--- config.mk ---
export PLATFORM = sky130hd
export DESIGN_NAME = lathe_cycle_sequencer
export DESIGN_NICKNAME = d
export VERILOG_FILES = /design/src/rtl/lathe_seq_pkg.sv /design/src/rtl/lathe_cycle_sequencer_ton_timer.sv /design/src/rtl/lathe_cycle_sequencer.sv
export SDC_FILE = /design/constraint.sdc
export NUM_CORES = 1
export LEC_CHECK = 0
export CAP_MARGIN = 15
export CORE_ASPECT_RATIO = 1.75
export CORE_MARGIN = 5
export CORE_UTILIZATION = 52
export DETAILED_ROUTE_END_ITERATION = 16
export PLACE_DENSITY = 0.82
export SYNTH_ARGS = -nofsm -noshare
export SYNTH_HDL_FRONTEND = slang
export SYNTH_SLANG_ARGS = --single-unit
--- constraint.sdc ---
create_clock -name clk -period 3.6 [get_ports clk]
set_input_delay 0.72 -clock clk [delete_from_list [all_inputs] [get_ports clk]]
set_output_delay 0.72 -clock clk [all_outputs]
set_load 0.1 [all_outputs]
--- src/rtl/lathe_seq_pkg.sv ---
// Shared types for the lathe cycle sequencer: state encoding, fault codes,
// operator mode decode and per-state output drive table.
package lathe_seq_pkg;

  typedef enum logic [2:0] {
    ST_IDLE    = 3'd0,
    ST_PRECOOL = 3'd1,
    ST_SPIN_UP = 3'd2,
    ST_FEED    = 3'd3,
    ST_DWELL   = 3'd4,
    ST_RETRACT = 3'd5,
    ST_MAN_RUN = 3'd6,
    ST_FAULT   = 3'd7
  } state_e;

  typedef enum logic [1:0] {
    MODE_INVALID = 2'd0,
    MODE_AUTO    = 2'd1,
    MODE_MAN     = 2'd2
  } mode_e;

  localparam logic [1:0] FC_NONE  = 2'd0;
  localparam logic [1:0] FC_ESTOP = 2'd1;
  localparam logic [1:0] FC_OVLD  = 2'd2;
  localparam logic [1:0] FC_WDOG  = 2'd3;

  typedef struct packed {
    logic coolant;
    logic spindle;
    logic fwd;
    logic rev;
  } drive_t;

  // Both selectors high or both low is treated as an invalid selector position.
  function automatic mode_e decode_mode(input logic auto_sel, input logic man_sel);
    if (auto_sel && !man_sel)      return MODE_AUTO;
    else if (man_sel && !auto_sel) return MODE_MAN;
    else                           return MODE_INVALID;
  endfunction

  function automatic drive_t drive_for(input state_e st);
    drive_t d;
    d = '0;
    case (st)
      ST_PRECOOL:                     d.coolant = 1'b1;
      ST_SPIN_UP, ST_DWELL, ST_MAN_RUN: begin
        d.coolant = 1'b1;
        d.spindle = 1'b1;
      end
      ST_FEED: begin
        d.coolant = 1'b1;
        d.spindle = 1'b1;
        d.fwd     = 1'b1;
      end
      ST_RETRACT: begin
        d.coolant = 1'b1;
        d.spindle = 1'b1;
        d.rev     = 1'b1;
      end
      default: d = '0;
    endcase
    return d;
  endfunction

endpackage

--- src/rtl/lathe_cycle_sequencer_ton_timer.sv ---
// On-delay timer: counts cycles since the last clear, saturating; done means
// the coming clock edge is the preset-th edge since the clear.
module ton_timer #(
  parameter int TW = 16
) (
  input  logic          clk,
  input  logic          rst,
  input  logic          clr,
  input  logic [TW-1:0] preset,
  output logic          done
);

  logic [TW-1:0] cnt_q;
  logic [TW:0]   edges_at_next;

  // NOTE: state registers use non-blocking assignments so every flop samples
  // pre-edge values regardless of block ordering.
  always_ff @(posedge clk or posedge rst) begin
    if (rst) begin
      cnt_q <= '0;
    end else if (clr) begin
      cnt_q <= '0;
    end else if (cnt_q != '1) begin
      cnt_q <= cnt_q + 1'b1;
    end
  end

  // One extra bit keeps the +1 from wrapping at saturation.
  assign edges_at_next = {1'b0, cnt_q} + {{TW{1'b0}}, 1'b1};
  assign done          = edges_at_next >= {1'b0, preset};

endmodule

--- src/rtl/lathe_cycle_sequencer.sv ---
// Moore sequencer for one automatic turning cycle plus manual spindle run,
// with latched faults and a single shared dwell/watchdog timer.
module lathe_cycle_sequencer
  import lathe_seq_pkg::*;
#(
  parameter int TW         = 16,
  parameter int T_COOL     = 16,
  parameter int T_SPIN     = 64,
  parameter int T_DWELL    = 32,
  parameter int T_MOVE_MAX = 1024
) (
  input  logic       clk,
  input  logic       rst,
  input  logic       start,
  input  logic       stop,
  input  logic       auto_mode,
  input  logic       man_mode,
  input  logic       estop,
  input  logic       overload,
  input  logic       end_limit,
  input  logic       home_limit,
  input  logic       fault_ack,
  output logic       coolant_on,
  output logic       spindle_on,
  output logic       feed_fwd,
  output logic       feed_rev,
  output logic       cycle_done,
  output logic       fault,
  output logic [1:0] fault_code,
  output logic [2:0] state_o
);

  localparam logic [TW-1:0] P_COOL = TW'(T_COOL);
  localparam logic [TW-1:0] P_SPIN = TW'(T_SPIN);
  localparam logic [TW-1:0] P_DWELL = TW'(T_DWELL);
  localparam logic [TW-1:0] P_MOVE = TW'(T_MOVE_MAX);

  state_e        state_q, state_d;
  logic [1:0]    fault_code_q, fault_code_d;
  logic          start_q;
  logic          from_dwell_q, from_dwell_d;
  drive_t        drive_q, drive_d;
  logic          cycle_done_q;
  logic          fault_q;
  logic [TW-1:0] preset;
  logic          tmr_done;
  logic          start_rise;
  logic          leave_auto;
  mode_e         mode;

  assign mode       = decode_mode(auto_mode, man_mode);
  assign start_rise = start & ~start_q;
  assign leave_auto = stop | (mode != MODE_AUTO);

  always_comb begin
    case (state_q)
      ST_PRECOOL:          preset = P_COOL;
      ST_SPIN_UP:          preset = P_SPIN;
      ST_DWELL:            preset = P_DWELL;
      ST_FEED, ST_RETRACT: preset = P_MOVE;
      default:             preset = '1;
    endcase
  end

  ton_timer #(.TW(TW)) u_timer (
    .clk    (clk),
    .rst    (rst),
    .clr    (state_d != state_q),
    .preset (preset),
    .done   (tmr_done)
  );

  // NOTE: every signal assigned here gets a default first, so no path leaves
  // it unassigned and no latch is inferred.
  always_comb begin
    state_d      = state_q;
    fault_code_d = fault_code_q;
    if (state_q != ST_FAULT && estop) begin
      state_d      = ST_FAULT;
      fault_code_d = FC_ESTOP;
    end else if (state_q != ST_FAULT && overload) begin
      state_d      = ST_FAULT;
      fault_code_d = FC_OVLD;
    end else begin
      case (state_q)
        ST_IDLE: begin
          if (start_rise && !stop) begin
            if (mode == MODE_AUTO && home_limit) state_d = ST_PRECOOL;
            else if (mode == MODE_MAN)           state_d = ST_MAN_RUN;
          end
        end
        ST_PRECOOL: begin
          if (leave_auto)    state_d = ST_RETRACT;
          else if (tmr_done) state_d = ST_SPIN_UP;
        end
        ST_SPIN_UP: begin
          if (leave_auto)    state_d = ST_RETRACT;
          else if (tmr_done) state_d = ST_FEED;
        end
        ST_FEED: begin
          if (tmr_done) begin
            state_d      = ST_FAULT;
            fault_code_d = FC_WDOG;
          end else if (leave_auto) begin
            state_d = ST_RETRACT;
          end else if (end_limit) begin
            state_d = ST_DWELL;
          end
        end
        ST_DWELL: begin
          if (leave_auto || tmr_done) state_d = ST_RETRACT;
        end
        ST_RETRACT: begin
          if (tmr_done) begin
            state_d      = ST_FAULT;
            fault_code_d = FC_WDOG;
          end else if (home_limit) begin
            state_d = ST_IDLE;
          end
        end
        ST_MAN_RUN: begin
          if (stop || mode != MODE_MAN) state_d = ST_IDLE;
        end
        ST_FAULT: begin
          if (fault_ack && !estop && !overload) begin
            state_d      = ST_IDLE;
            fault_code_d = FC_NONE;
          end
        end
        default: state_d = ST_IDLE;
      endcase
    end
  end

  // Only a retract that began at the end of a dwell counts as a completed cycle.
  always_comb begin
    from_dwell_d = from_dwell_q;
    if (state_d == ST_IDLE)                                from_dwell_d = 1'b0;
    else if (state_q == ST_DWELL && state_d == ST_RETRACT) from_dwell_d = 1'b1;
  end

  assign drive_d = drive_for(state_d);

  always_ff @(posedge clk or posedge rst) begin
    if (rst) begin
      state_q      <= ST_IDLE;
      fault_code_q <= FC_NONE;
      start_q      <= 1'b0;
      from_dwell_q <= 1'b0;
      drive_q      <= '0;
      cycle_done_q <= 1'b0;
      fault_q      <= 1'b0;
    end else begin
      state_q      <= state_d;
      fault_code_q <= fault_code_d;
      start_q      <= start;
      from_dwell_q <= from_dwell_d;
      drive_q      <= drive_d;
      cycle_done_q <= (state_q == ST_RETRACT) && (state_d == ST_IDLE) && from_dwell_q;
      fault_q      <= (state_d == ST_FAULT);
    end
  end

  assign coolant_on = drive_q.coolant;
  assign spindle_on = drive_q.spindle;
  assign feed_fwd   = drive_q.fwd;
  assign feed_rev   = drive_q.rev;
  assign cycle_done = cycle_done_q;
  assign fault      = fault_q;
  assign fault_code = fault_code_q;
  assign state_o    = state_q;

endmodule
==> metrics, run 1 <==
status finished clean; top-count cell post-synth dfrtp_1; Setup Skew ~11 ps; worst skew pair latency 290 ps; Most used DFF post-synth dfrtp_1; number of max-cap violations 0; Worst Path Required 3770 ps; Cell variety after synth 67; post-synthesis sequential area ratio a little under a third; Power Density 733 mW/mm^2; Syn Nets 294; CTS Sinks 29; WL per Instance 18.9 um; PortBufs 21; Leakage ~1.3 nW; CP arrival 3660 ps; largest net degree at the start of global routing 18; Layout area overhead 24.9%; DR DRC count 0; slowest stage delay, CP approximately 430 ps; switching fraction of total power slightly above 50%; DRT Wirelength 6.94 mm; syn avg cell area approximately 8.7 um^2; slowest CP cell dfrtp_1; worst hold path type reg2reg; I/O pins 22; startpoint types flop; CTS tree done; ys async rst share 100%; hpwl dp between 5 and 6 mm; Post-Place Cells 355; Initial Util 53.6%; Root Driver clkbuf_8; setup tns final 0 ps; Slew HR 33.8%; NetSw roughly 1.1 mW; core area approximately 0.0044 mm^2; Worst Max-Slew Pin Slew a little under 1000 ps; total grt overflow 0; Pre-Repair DR Iteration Count 4; vias in the first global route 2,386; Max Slew Vio Count 0; Final nets around 340; Synth area leaders dfrtp_1 (30%), ha_1 (5.3%), o21ai_0 (4.2%); die area 0.00609 mm^2; TritonCTS buffer count 5; PnR Total Power 2.18 mW; Mapped Cells 273; DIE WIDTH between 60 and 70 um; worst hold slack approximately 500 ps; CP endpoint kind flop; Fmax 287 MHz; H-Tree Depth 2; post-synth top area cell dfrtp_1; fillcell total ~340; clock network fraction of total power a little over an eighth; VDD IR-drop max 0.718 mV; EDFF count, synth 0; hold buffer count at cts 0; Int Pwr 1.07 mW; critical path, cell by cell and4_4 > nand2_1 > xnor2_2 > ha_1 > a211o_1 > a21oi_2 > nand2b_1 > o221a_1 > o221a_4 > o31ai_4 > mux2i_2 > a211o_4 > and4b_1; non-filler instance count after layout ~370; fraction of layout cells with a size suffix above 1 a little over a quarter; antenna-violating nets left 0; Longest Clk Path Bufs 2; RD Place Congestion a little under 1; min Tclk post-route between 3000 and 4000 ps; Commonest cells post-synth dfrtp_1 (29), nand2_1 (20), o21ai_0 (20); final setup violating endpoints 0; DR vias/cell 6.39; Gate power share 65.4%; first-pass GRT wire length roughly 11 mm; Final Hold Vio Count 0; initial antenna violation count 0; total number of vias 2,345; post-synth top area share 30.5%; mapped cell area 0.00238 mm^2; yosys warns 0; register bit total from synthesis 29; initial drt markers 84; Cell Rows 32; Antenna Cells 0; Reg clk slew, reported paths approximately 70 ps; Core Util, Final 67.0%; Period Utilization, post-route 96.9%; Worst Setup Path Type reg2reg; Overall Global Routing Usage about a quarter; Seq pwr share 20.9%; Die H ~100 um; CP max FO 10
==> logic make-up after synthesis <==
kind of cell	synth area share, %
and+or+nand+nor	29.5
AOI/OAI and AO/OA	21.4
DFF	30.5
buffers and inverters	5.36
xor gates and xnor gates	5.51
adders and majority gates	5.25
muxes	2.57
==> critical path: cells and delay by family (launching register included) <==
kind            cells  cell delay [ps]
flops               1              430
xor+xnor            1              170
fa+ha+maj           1              320
compound gates      6             1450
mux                 1              300
simple gates        4              690
==> what timing repair did <==
item | 4_1_cts | 5_1_grt
pin swaps | 1 | 2
resized for setup | 1 | 11
setup buffers | 3 | 0
gates cloned | 0 | 1
endpoints found under the setup margin | 1 | 25
==> power groups by stage <==
stage	registers [mW]	logic, mW	clock network, mW
final	0.457	1.43	0.299
after detailed placement	0.459	1.30	0
after CTS	0.453	1.38	0.306
after global routing	0.467	1.53	0.319
after global placement	0.458	1.29	0
after floorplan	0.784	0.654	0
==> final cells by class <==
cell class              instances  area [um^2]  area share (%)
well taps                      51         63.8            2.14
multi-input cells             220         1610            54.0
inverters                      12         45.0            1.51
clock buffers                   7         96.3            3.24
flip-flops and latches         29          737            24.8
clock inverters                 1         5.00           0.168
repair buffers                 47          423            14.2
==> metal layers <==
layer	global-route usage, %	vias up	share of wire (%)
met2	42.7	82	55
met3	4.42	41	3.5
met5	0	-	0
li1	-	1089	-
met4	18.0	0	7.1
met1	23.4	1133	35
==> registers in the layout, summed over array words and instances (netlist names) <==
register,flops
u_timer.cnt_q,16
state_o,3
fault_code,2
coolant_on,1
cycle_done,1
fault,1
feed_fwd,1
feed_rev,1
from_dwell_q,1
spindle_on,1
start_q,1
==> cell usage in the layout (no fill, tap or decap), types with 10 or more instances in the layout <==
master / instances
dfrtp_1: 24
nor2_2: 10
o21ai_0: 20
nor2_1: 19
a21oi_1: 14
nand2_1: 20
buf_4: 27
clkdlybuf4s50_1: 18
==> final timing paths <==
| kind | start | slack (ps) | end | cells after the start |
|---|---|---|---|---|
| max in group asynchronous | rst | 2160 | u_timer.cnt_q[0]$_DFFE_PP0P_ | 3 |
| worst max-delay path | u_timer.cnt_q[3]$_DFFE_PP0P_ | 110 | u_timer.cnt_q[15]$_DFFE_PP0P_ | 13 |
| worst max register to register | u_timer.cnt_q[3]$_DFFE_PP0P_ | 110 | u_timer.cnt_q[15]$_DFFE_PP0P_ | 13 |
| min in group asynchronous | rst | 770 | cycle_done$_DFF_PP0_ | 2 |
| worst min register to register | fault_code[1]$_DFFE_PP0P_ | 500 | fault_code[1]$_DFFE_PP0P_ | 1 |
| worst min-delay path | fault_code[1]$_DFFE_PP0P_ | 500 | fault_code[1]$_DFFE_PP0P_ | 1 |
==> stage by stage <==
| step | worst slack (ps) | instance area, um^2 |
|---|---|---|
| detailed placement | -14.5 | 2780 |
| global placement | 43.6 | 2780 |
| floorplan | 47.1 | 2420 |
| global route | -30.8 | 2980 |
| CTS | 36.7 | 2920 |
| finish | 111 | 2980 |
(Power assumes the default switching activity.)
==> run 2: changes to the inputs <==
--- a/config.mk
+++ b/config.mk
@@ -10,7 +10,8 @@
 export CORE_MARGIN = 5
 export CORE_UTILIZATION = 52
 export DETAILED_ROUTE_END_ITERATION = 16
-export PLACE_DENSITY = 0.82
+export PLACE_DENSITY = 0.79
+export RECOVER_POWER = 25
 export SYNTH_ARGS = -nofsm -noshare
 export SYNTH_HDL_FRONTEND = slang
 export SYNTH_SLANG_ARGS = --single-unit
==> constraint.sdc (replaced) <==
create_clock -name clk -period 3.71 [get_ports clk]
set_input_delay 0.742 -clock clk [delete_from_list [all_inputs] [get_ports clk]]
set_output_delay 0.742 -clock clk [all_outputs]
set_load 0.1 [all_outputs]
==> metrics, run 2 (synthesis results as in run 1) <==
fraction of layout cells with a size suffix above 1 24.0% (-2.3 points); RSZ-0062 raised after global routing false; Overall Global Routing Usage 22.6% (-1.7 points); slowest stage delay, CP 490 ps (+60 ps); worst skew pair latency 290 ps (about the same); initial drt markers 68 (-19%); status finished with violations; Leakage 1.26 nW (-3.1%); Die H 99.5 um (unchanged); total number of vias 2,239 (-4.5%); core area 0.00444 mm^2 (unchanged); fillcell total 377 (+12%); CTS Sinks 29 (unchanged); Initial Util 53.6% (unchanged); Final nets 333 (-0.89%); largest net degree at the start of global routing 30 (+12); Worst Max-Slew Pin Slew 1600 ps (+613 ps); max reg flops 16 (unchanged); slowest CP cell dfrtp_2; H-Tree Depth 2 (unchanged); Reg clk slew, reported paths 70 ps (about the same); Antenna Cells 0 (unchanged); I/O pins 22 (unchanged); flop2flop setup slack 240 ps (+130 ps); total grt overflow 0 (unchanged); Cell Rows 32 (unchanged); CP endpoint kind flop; commonest cells after routing, fill and taps aside buf_4 (25), dfrtp_1 (23), nand2_1 (20), o21ai_0 (20), nor2_1 (19); final setup violating endpoints 0 (unchanged); die area 0.00609 mm^2 (unchanged); CP arrival 3700 ps (+40 ps); Power Density 735 mW/mm^2 (+0.20%); vias in the first global route 2,246 (-5.9%); antenna-violating nets left 0 (unchanged); CTS tree done; worst hold slack 498 ps (-2.13 ps); worst hold path type reg2reg; DR vias/cell 6.15 (-3.7%); DRT Wirelength 6.18 mm (-11%); Worst Setup Path Type reg2reg; DR DRC count 0 (unchanged); TritonCTS buffer count 5 (unchanged); DIE WIDTH 61.2 um (unchanged); hpwl dp 4.64 mm (-11%); VDD IR-drop max 0.633 mV (-12%); Slew HR -6.93% (-41 points); Final Hold Vio Count 0 (unchanged); commonest non-fill, non-tap cell in the layout buf_4; startpoint types flop; first-pass GRT wire length 10.5 mm (-4.8%); Root Driver clkbuf_8; failing checks capacitance limit, slew limit; initial antenna violation count 0 (unchanged); Crit path max-delay family compound AO/OA/AOI/OAI gates; WL per Instance 17.0 um (-10%); Worst Path Required 3930 ps (+160 ps); hold buffer count at cts 0 (unchanged); Period Utilization, post-route 93.6% (-3.3 points); critical path, cell by cell nor2b_1 > or2_2 > mux2_2 > ha_1 > a21o_1 > a21oi_1 > o221ai_1 > o221a_4 > o311ai_4 > inv_1 > a211o_4 > buf_4 > nor2_2; number of buffers and inverters on the critical path 2 (+2); PortBufs 21 (unchanged); min Tclk post-route 3470 ps (-17.0 ps); RD Place Congestion 0.926 (-5.3%); Setup Skew 4.99 ps (-5.70 ps); Max Slew Vio Count 30 (+30); Longest Clk Path Bufs 2 (unchanged); setup tns final 0 ps (unchanged); Fmax 288 MHz (+0.49%); Pre-Repair DR Iteration Count 4 (unchanged); Top reg by flops u_timer.cnt_q; Layout area overhead 22.1%; CP max FO 13 (+3); number of max-cap violations 1 (+1)
-- run 2: cell count changes in the layout (fill, tap and decap cells not counted), sizes merged --
cell,change
a211o,-1
clkdlybuf4s50,-1
buf,-4
clkinv,-1
clkinvlp,+1
dlygate4sd3,+2
bufinv,+1
-- run 2: what timing repair did --
action | 4_1_cts | 5_1_grt
buffers inserted | 0 | 7
endpoints found under the setup margin | 0 | 22
gates resized for setup | 0 | 10
-- run 2: metal layers --
layer / vias to the layer above / routed length (um) / track usage [%]
li1: 1093 / - / -
met1: 1062 / 2350 / 24.9
met2: 65 / 3410 / 39.2
met3: 19 / 206 / 3.77
met4: 0 / 214 / 12.2
met5: - / 0 / 0
-- run 2: power by group --
group          internal, mW  leakage, nW  switching, mW
combinational         0.473        0.832          0.864
sequential            0.381        0.370         0.0596
clock                 0.218       0.0574          0.141
total                  1.07         1.26           1.06
-- run 2: stage by stage --
stage | setup WS [ps] | total power, mW | cell area (um^2) | std cells | util [%]
finish | 238 | 2.14 | 2910 | 364 | 65.5
detailed placement | 93.3 | 1.67 | 2700 | 349 | 60.8
global placement | 142 | 1.66 | 2700 | 349 | 60.8
global route | 13.7 | 2.26 | 2910 | 364 | 65.5
floorplan | 7.02 | 1.37 | 2390 | 273 | -
CTS | 40.8 | 2.04 | 2820 | 357 | 63.5
-- run 2: layout make-up --
type	instances	area [um^2]	area share [%]
Clock buffer	6	82.6	2.84
Clock inverter	2	37.5	1.29
Inverter	12	45.0	1.55
Multi-Input combinational cell	219	1560	53.7
Sequential cell	29	736	25.3
Tap cell	51	63.8	2.19
Timing Repair Buffer	45	382	13.1
-- run 2: worst register-to-register path: stages (launching register included) --
cell      delay [ps]
dfrtp_2          490
nor2b_1          170
or2_2            310
mux2_2           280
ha_1             310
a21o_1           170
a21oi_1          130
o221ai_1         140
o221a_4          340
o311ai_4         300
inv_1             90
a211o_4          410
buf_4            180
nor2_2            90
-- run 2: worst paths after layout --
path | start | endpoint | cells past startpoint
setup reg to reg | state_o[2]$_DFF_PP0_ | u_timer.cnt_q[9]$_DFFE_PP0P_ | 13
setup / recovery | state_o[2]$_DFF_PP0_ | u_timer.cnt_q[9]$_DFFE_PP0P_ | 13
min in group asynchronous | rst | u_timer.cnt_q[3]$_DFFE_PP0P_ | 3
hold reg to reg | fault_code[1]$_DFFE_PP0P_ | fault_code[1]$_DFFE_PP0P_ | 1
hold / removal | fault_code[1]$_DFFE_PP0P_ | fault_code[1]$_DFFE_PP0P_ | 1
max in group asynchronous | rst | state_o[0]$_DFF_PP0_ | 3
